`src/rtl/fetch_pc_predictor.sv`:
```
// Fetch-stage next-PC generator: BTB-driven prediction in IF, resolution check in ID.
// Optional statistics counters enabled by defining PRED_STATS_EN.
module fetch_pc_predictor #(
  parameter int unsigned           DATA_WIDTH       = 32,
  parameter logic [DATA_WIDTH-1:0] RESET_PC         = '0,
  parameter int unsigned           BTB_PREDICT_SIZE = 2
) (
  input  logic                        clk,
  input  logic                        rst,
  input  logic                        en,
  input  logic                        btb_hit,
  input  logic [BTB_PREDICT_SIZE-1:0] btb_taken,
  input  logic [DATA_WIDTH-1:0]       btb_branch_addr,
  input  logic                        ID_branch,
  input  logic                        ID_branch_taken,
  input  logic [DATA_WIDTH-1:0]       ID_branch_addr,
  output logic [DATA_WIDTH-1:0]       pc,
  output logic [DATA_WIDTH-1:0]       ID_pc,
  output logic                        ID_valid,
  output logic                        misprediction,
  output logic                        flush,
  output logic [31:0]                 branch_count,
  output logic [31:0]                 mispredict_count
);

  logic                  pred_taken;
  logic [DATA_WIDTH-1:0] pred_addr;
  logic [DATA_WIDTH-1:0] actual_addr;
  logic [DATA_WIDTH-1:0] next_pc;
  logic [DATA_WIDTH-1:0] id_pred_addr;

  // Only the MSB of the predict state selects direction; lower bits are hysteresis.
  logic unused_predict_bits;
  assign unused_predict_bits = ^btb_taken[BTB_PREDICT_SIZE-2:0];

  always_comb begin
    pred_taken    = btb_hit & btb_taken[BTB_PREDICT_SIZE-1];
    pred_addr     = pred_taken ? btb_branch_addr : pc + DATA_WIDTH'(4);
    actual_addr   = (ID_branch & ID_branch_taken) ? ID_branch_addr : ID_pc + DATA_WIDTH'(4);
    misprediction = ID_valid & (id_pred_addr != actual_addr);
    next_pc       = misprediction ? actual_addr : pred_addr;
  end

  assign flush = misprediction;

  always_ff @(posedge clk or posedge rst) begin
    if (rst) begin
      pc           <= RESET_PC;
      ID_pc        <= '0;
      ID_valid     <= 1'b0;
      id_pred_addr <= '0;
    end else if (en) begin
      pc           <= next_pc;
      ID_pc        <= pc;
      ID_valid     <= ~misprediction;
      id_pred_addr <= pred_addr;
    end
  end

`ifdef PRED_STATS_EN
  always_ff @(posedge clk or posedge rst) begin
    if (rst) begin
      branch_count     <= '0;
      mispredict_count <= '0;
    end else if (en) begin
      if (ID_valid & ID_branch) branch_count <= branch_count + 32'd1;
      if (misprediction)        mispredict_count <= mispredict_count + 32'd1;
    end
  end
`else
  assign branch_count     = '0;
  assign mispredict_count = '0;
`endif

endmodule

```
`config.mk`:
```
export PLATFORM = sky130hd
export DESIGN_NAME = fetch_pc_predictor
export DESIGN_NICKNAME = d
export VERILOG_FILES = /design/src/rtl/fetch_pc_predictor.sv
export SDC_FILE = /design/constraint.sdc
export NUM_CORES = 1
export LEC_CHECK = 0
export ABC_CLOCK_PERIOD_IN_PS = 7550
export CORE_ASPECT_RATIO = 1.75
export CORE_MARGIN = 2
export CORE_UTILIZATION = 50
export DETAILED_ROUTE_END_ITERATION = 16
export GPL_TIMING_DRIVEN = 0
export PLACE_DENSITY = 0.84
export SLEW_MARGIN = 20
export SYNTH_ARGS = -nofsm -noshare
export SYNTH_HDL_FRONTEND = slang
export SYNTH_SLANG_ARGS = --single-unit
```
`constraint.sdc`:
```
create_clock -name clk -period 7.55 [get_ports clk]
set_input_delay 1.51 -clock clk [delete_from_list [all_inputs] [get_ports clk]]
set_output_delay 1.51 -clock clk [all_outputs]
set_load 0.02 [all_outputs]
```
Word level (Yosys, flattened, before mapping)

Cells that the tools add are included.

Register bits: 97
Logic and storage cells: 14

$add $sub $neg: 2
Equal/unequal tests: 1
Muxes and demuxes: 3
Bitwise logic cells: 4

Operators with widths:

| operator                | count |
|---|---|
| $mux W32                | 3 |
| $add A32 B3 Y32 const B | 2 |
| $ne A32 B32 Y1          | 1 |
| $and A1 B1 Y1           | 3 |
| $not A1 Y1              | 1 |

Logic depth before layout (Yosys ltp)

Gate-level depths: netlist of run 1.

Word-level depth: 5
Mapped depth: 14
Depth with buffers taken out: 11

Least setup slack after synthesis of run 1

No wires, ideal clock.

Kind: input to output
From: input port ID_branch
To: output port misprediction
Arrival: 4,388 ps
Required time: 6,040 ps
Setup slack: 1,652 ps
Cell stages on the path: 13
Path buffers: 6
Path through: and2_1 -> clkbuf_1 -> buf_1 -> buf_1 -> clkbuf_1 -> a211oi_1 -> a211oi_1 -> nand4_1 -> or4_1 -> buf_2 -> nand2_2 -> inv_2 -> buf_4

Word-level cells in the longest chain between the ends: 4

RTL lines:

| item            | RTL line | text |
|---|---|---|
| start, declared | 14       | `input logic ID_branch,` |
| $and A1 B1 Y1   | 39       | `actual_addr = (ID_branch & ID_branch_taken) ? ID_branch_addr : ID_pc + DATA_WIDTH'(4);` |
| $mux W32        | 39       |  |
| $ne A32 B32 Y1  | 40       | `misprediction = ID_valid & (id_pred_addr != actual_addr);` |
| $and A1 B1 Y1   | 40       |  |
| end, declared   | 20       | `output logic misprediction,` |

No other way between the ends.

Worst setup path after layout of run 1

From: input port ID_branch_taken
To: output port misprediction

Word-level cells in the longest chain between the ends: 4

RTL lines:

| item            | RTL line | text |
|---|---|---|
| start, declared | 15       | `input logic ID_branch_taken,` |
| $and A1 B1 Y1   | 39       |  |
| $mux W32        | 39       |  |
| $ne A32 B32 Y1  | 40       |  |
| $and A1 B1 Y1   | 40       |  |

No other way between the ends.

==> impl_metrics.json, run 1 <==
{
  "ios": 203,
  "htree_levels": 3,
  "dr.pass1.iters": 8,
  "grt_pass1_wl_mm": 51.68,
  "power.total_mw": 2.976,
  "ys_ff_latch": 97,
  "area_growth_pct": 27.53,
  "p_switching_mw": 1.397,
  "numPortBuffers": 137,
  "routed_wl_mm": 35.60,
  "r2r-end": "pc[6]",
  "internal-power_mw": 1.579,
  "tightest_slew_ns": 1.248,
  "drt_iter0_markers": 1028,
  "hold_ws_ns": 0.5208,
  "clock-sinks": 97,
  "crit_path_max_incr_delay_ns": 0.56,
  "diodes": 0,
  "vias": 8929,
  "track_usage_pct": 41.23,
  "period_share_pct": 97.77,
  "worstSetupPathType": "in -> out",
  "clock_path_buffers": 2,
  "cts-root-buf": "clkbuf_16",
  "p_leak_nw": 4.205,
  "r2r_slack_ns": 2.45,
  "drv_slew": 0,
  "max_cap_viol_count": 0,
  "rows": 61,
  "gp_congestion": 1.030,
  "dp.cells": 1369,
  "syn_inst": 979,
  "cpMostUsedCell": "clkdlybuf4s50_1",
  "hpwl_mm": 27.11,
  "path_max_fanout": 13,
  "crit_chain": "clkdlybuf4s50_1, nand2_2, buf_1, a31oi_1, xnor2_1, o2111a_1, nand4_1, or4_1, buf_2, nand2_4, inv_2, buf_4, clkdlybuf4s50_1",
  "p_sw_share_pct": 46.95,
  "rr_startpoint": "ID_pc[2]",
  "hold_violations": 0,
  "grt-ovfl-total": 0,
  "ys_warn_count": 0,
  "final_cells": 1384,
  "min_period_ns": 7.381,
  "wire_per_inst_um": 25.72,
  "holdPathEnd": "id_pred_addr[8]",
  "synth_edf_count": 0,
  "die_w_um": 99.72,
  "synthTopCellsByArea": "dfrtp_1, buf_4, mux2_2",
  "r2r_cells": 12,
  "clk_pin_slew_ns": 0.07,
  "synth_common_cells": "dfrtp_1, nand2_1, buf_4",
  "synth_top_area_share_pct": 30.28,
  "yosys.area.top_type": "dfrtp_1",
  "die_area_um2": 17100,
  "hold_class": "reg -> reg",
  "cp_data_arrival_time_ns": 5.87,
  "drive_above_1_share_pct": 14.23,
  "cts_tree": "yes",
  "first_global_vias": 8669,
  "clockPowerShare_pct": 16.5,
  "cp-start-kind": "input port",
  "initial_core_util_pct": 50.74,
  "grt_max_degree": 73,
  "yosysUniqueCellTypes": 72,
  "ys.flop_type": "dfrtp_1",
  "hp-start": "id_pred_addr[8]",
  "max-vdd-ir-drop_v": 0.0001681,
  "outcome": "completed",
  "synth.most_common_cell": "dfrtp_1",
  "synth_seq_area_share_pct": 30.28,
  "seqPwrFrac_pct": 31.2,
  "async_flop_share_pct": 100.0,
  "synth.avg_cell_area_um2": 8.188,
  "rsz0062_at_grt": "false",
  "fin_skew_ns": 0.01516,
  "stdcell_area_um2": 10220,
  "syn_area_um2": 8016,
  "dpl_cell_area_um2": 9893,
  "timing.slew.headroom_pct": 16.02,
  "power_density_nw_per_um2": 291.1,
  "core_um2": 15800,
  "ant_nets": 0,
  "end_kind": "output pin",
  "report.final.setup_viol": 0,
  "whs_path_depth": 1,
  "combPwrFrac_pct": 52.3,
  "clk_latency_ns": 0.37,
  "nets": 1264,
  "die_height_um": 171.5,
  "numCtsBuffers": 9,
  "clock.fmax_ghz": 0.1355,
  "required_ns": 6.04,
  "crit_path_top_delay_cell": "clkdlybuf4s50_1",
  "drc": 0,
  "avgViaCountPerCell": 6.452,
  "antenna_found_initial": 0
}
## final cells by class
| class | count | area (um2) |
|---|---|---|
| tap | 189 | 236.5 |
| multi-input combinational | 770 | 4916 |
| inverter | 46 | 177.7 |
| timing repair buffer | 139 | 1409 |
| sequential | 97 | 2427 |
| fill | 1387 | 5575 |
| clock buffer | 10 | 239.0 |
| clock inverter | 6 | 57.56 |
| buffer | 127 | 760.7 |
## power groups by stage
stage	Clock (mW)	Combinational, mW	Sequential (mW)
3_5_place_dp	0	1.51	0.926
5_1_grt	0.505	1.65	0.942
2_1_floorplan	0	0.820	0.970
3_3_place_gp	0	1.49	0.921
4_1_cts	0.488	1.52	0.917
6_report	0.491	1.56	0.929
## cells in the final DEF (no fill, tap or decap), drive strengths merged, types with 10 or more instances in the layout
cell	n
clkdlybuf4s50	136
dfrtp	97
buf	91
nand2	85
conb	64
o21ai	64
nor2	60
inv	49
mux2	48
clkbuf	48
xnor2	47
a21oi	47
nand3	37
nor3	29
nand4	24
xor2	24
o211ai	23
mux2i	15
nor4	14
and4	13
a31oi	13
and2	12
and3	11
nand2b	10
or4	10
## layer usage
metal  global-route usage [%]  vias to the layer above  part of all wire (%)
met4                    34.54                        0                    10
li1                         -                     3846                     -
met1                    44.14                     4161                    33
met2                    69.62                      713                    48
met3                    7.395                      209                   9.1
met5                        0                        -                     0
## critical path: cells and delay by family
family / cells / cell delay [ns]
and+or+nand+nor: 4 / 1.09
xor gates and xnor gates: 1 / 0.50
buffers and inverters: 6 / 2.05
AOI/OAI and AO/OA: 2 / 0.71
## kinds of logic after synthesis
kind of cell	count (synthesis)	share of synthesized area [%]
AO/OA/AOI/OAI	235	19.20
XOR/XNOR	71	7.757
flip-flops	97	30.28
adder cells (fa/ha/maj)	2	0.3121
buffers and inverters	175	11.63
multiplexers	63	8.616
other	1	0.04678
AND/OR/NAND/NOR	335	22.16
## worst max path at each step
stage,endpoint,startpoint,slack [ns],depth (start not counted)
floorplan,misprediction,ID_branch,1.65,13
global placement,misprediction,ID_branch,-1.16,15
detailed placement,misprediction,ID_branch,-1.13,15
CTS,misprediction,ID_branch,0.08,15
global route,misprediction,ID_branch_taken,0.008,15
finish,misprediction,ID_branch_taken,0.17,13
## sequential cells by signal (all words and copies together), names as in the netlist
register,flops
ID_pc,32
ID_valid,1
id_pred_addr,32
pc,32
## what timing repair did
action | 4_1_cts | 5_1_grt
resized for setup | 6 | 8
setup endpoints to repair | 2 | 2
hold buffers | 0 | 0
buffers inserted | 1 | 0
pin swaps | 1 | 0
## metrics by stage
step	TNS, ns	setup WS, ns	util (%)
after CTS	0	0.08314	64.54
after global placement	-2.205	-1.159	62.41
after detailed placement	-2.160	-1.134	62.62
final	0	0.1687	64.71
after global routing	0	0.007784	64.71
after floorplan	0	1.652	-
Power figures use the tool's default switching activity.
==> inputs of run 2 (changes only) <==
- CORE_UTILIZATION: 50 -> 30
- PLACE_DENSITY: 0.84 -> 0.56
==> run 2 against run 1 <==
  * Sequential power grew 2%
  * Maximum frequency is essentially flat
  * Sequential cell count is the same
  * Wire length grew 14%
  * Setup slack lost 0.0041 ns
  * Combinational power is essentially flat
  * Non-clock buffer count grew 1
  * Sequential share of layout area shrank 0.35 points
  * Clock power shrank 5.1%
==> impl_metrics.json, run 2 (synthesis gave the netlist of run 1 again) <==
{
  "max-vdd-ir-drop_v": 0.0001219,
  "crit_family": "simple AND/OR/NAND/NOR gates",
  "fillers": 2742,
  "timing.final.ws_setup_ns": 0.1645,
  "tightest_slew_ns": 1.051,
  "report.final.setup_viol": 0,
  "vias": 8625,
  "stdcell_area_um2": 10380,
  "crit_path_max_incr_delay_ns": 0.64,
  "p_sw_share_pct": 47.74,
  "timing.slew.headroom_pct": 29.41,
  "p_switching_mw": 1.429,
  "final_cell_mix": "clkdlybuf4s50_1, dfrtp_1, nand2_1",
  "die_height_um": 220.2,
  "initial_core_util_pct": 30.38,
  "hold_ws_ns": 0.5187,
  "clock.fmax_ghz": 0.1354,
  "end_kind": "output pin",
  "grt_max_degree": 57,
  "pre_cts_ws_ns": -1.582,
  "hold_class": "reg -> reg",
  "track_usage_pct": 28.43,
  "dpl_cell_area_um2": 10060,
  "first_global_vias": 8210,
  "area_growth_pct": 29.45,
  "rows": 79,
  "gp_congestion": 1.009,
  "die_area_um2": 28100,
  "clk_latency_ns": 0.39,
  "ant_nets": 0,
  "diodes": 0,
  "wire_per_inst_um": 26.63,
  "rsz0062_at_grt": "false",
  "internal-power_mw": 1.564,
  "cpMostUsedCell": "clkdlybuf4s50_1",
  "die_w_um": 127.6,
  "hp-start": "id_pred_addr[8]",
  "p_leak_nw": 4.185,
  "drv_slew": 0,
  "hpwl_mm": 31.52,
  "grt-ovfl-total": 0,
  "final_util_pct": 39.32,
  "fin_setup_tns_ns": 0,
  "cp_data_arrival_time_ns": 5.88,
  "antenna_found_initial": 1,
  "drc": 0,
  "core_um2": 26390,
  "power_density_nw_per_um2": 288.4,
  "clock-sinks": 97,
  "r2r_cells": 12,
  "period_share_pct": 97.82,
  "dr.pass1.iters": 6,
  "drt_iter0_markers": 792,
  "crit_buf_inv": 5,
  "drive_above_1_share_pct": 14.31,
  "cts-root-buf": "clkbuf_16",
  "cp-start-kind": "input port",
  "clk_pin_slew_ns": 0.08,
  "numPortBuffers": 137,
  "power.total_mw": 2.993,
  "grt_pass1_wl_mm": 56.68,
  "routed_wl_mm": 40.45,
  "seqPwrFrac_pct": 31.5,
  "required_ns": 6.04,
  "rr_startpoint": "ID_pc[2]",
  "clock_path_buffers": 2,
  "whs_path_depth": 1,
  "min_period_ns": 7.385,
  "layout_commonest_cell": "clkdlybuf4s50_1",
  "crit_chain": "clkdlybuf4s50_1, and2_4, o2111ai_1, o41ai_1, and4_1, nor4b_1, nand4_1, or4_1, buf_2, nand2_4, inv_2, buf_4, clkdlybuf4s50_1",
  "numCtsBuffers": 9,
  "avgViaCountPerCell": 5.678,
  "dp.cells": 1504,
  "fin_skew_ns": 0.01330,
  "r2r-end": "pc[6]",
  "holdPathEnd": "id_pred_addr[8]",
  "clockPowerShare_pct": 15.6,
  "path_max_fanout": 10,
  "max_cap_viol_count": 0,
  "combPwrFrac_pct": 52.9,
  "hold_violations": 0,
  "ios": 203,
  "nets": 1265,
  "cts_tree": "yes",
  "worstSetupPathType": "in -> out",
  "htree_levels": 3,
  "crit_path_top_delay_cell": "clkdlybuf4s50_1",
  "reg_top3": "ID_pc: 32 flops, id_pred_addr: 32 flops, pc: 32 flops",
  "outcome": "completed",
  "final_cells": 1519,
  "r2r_slack_ns": 2.13
}
## run 2: layout make-up
type,count,area (um2),share of cell area [%]
inverters,46,177.7,1.712
multi-input cells,770,4917,47.38
well taps,324,405.4,3.906
clock buffers,9,225.2,2.170
flip-flops and latches,97,2427,23.39
repair buffers,139,1406,13.55
clock inverters,6,43.79,0.4220
plain buffers,128,774.5,7.463
## run 2: worst max-delay path by stage
stage          startpoint            end  slack, ns  cells after the start
5_1_grt         ID_branch  misprediction       0.07                     15
2_1_floorplan   ID_branch  misprediction       1.65                     13
3_5_place_dp    ID_branch  misprediction      -1.58                     15
4_1_cts         ID_branch  misprediction      0.004                     14
6_report        ID_branch  misprediction       0.16                     13
3_3_place_gp    ID_branch  misprediction      -1.69                     15
## run 2: power groups by stage
stage | clock network, mW | registers, mW | logic, mW
after floorplan | 0 | 0.970 | 0.820
after detailed placement | 0 | 0.949 | 1.55
after CTS | 0.472 | 0.939 | 1.56
after global routing | 0.489 | 0.960 | 1.68
final | 0.466 | 0.944 | 1.58
after global placement | 0 | 0.947 | 1.55
## run 2: per-layer routing
layer | GRT usage (%) | part of all wire, % | vias to the layer above
met1 | 30.09 | 35 | 4172
li1 | - | - | 3862
met5 | 0 | 0.030 | -
met3 | 3.917 | 6.0 | 110
met4 | 19.23 | 6.9 | 2
met2 | 51.87 | 52 | 479
## run 2: worst register-to-register path: cells and delay by family, from the launching register on
family	cells	cell delay, ns
AOI/OAI and AO/OA	1	0.40
xor gates and xnor gates	1	0.18
adders and majority gates	1	0.36
buffers and inverters	2	0.73
DFF	1	0.60
muxes	1	0.37
and+or+nand+nor	6	2.67
## run 2: what timing repair did
action | CTS | global route
gates resized for setup | 12 | 8
setup buffers | 1 | 0
pin swaps | 1 | 0
hold buffers | 0 | 0
setup endpoints to repair | 2 | 2
==> inputs of run 3 (changes only) <==
- CORE_UTILIZATION: 30 -> 50
- PLACE_DENSITY: 0.56 -> 0.84
==> results of run 3 <==
No change in the layout: final DEF, timing and power equal those of run 1.
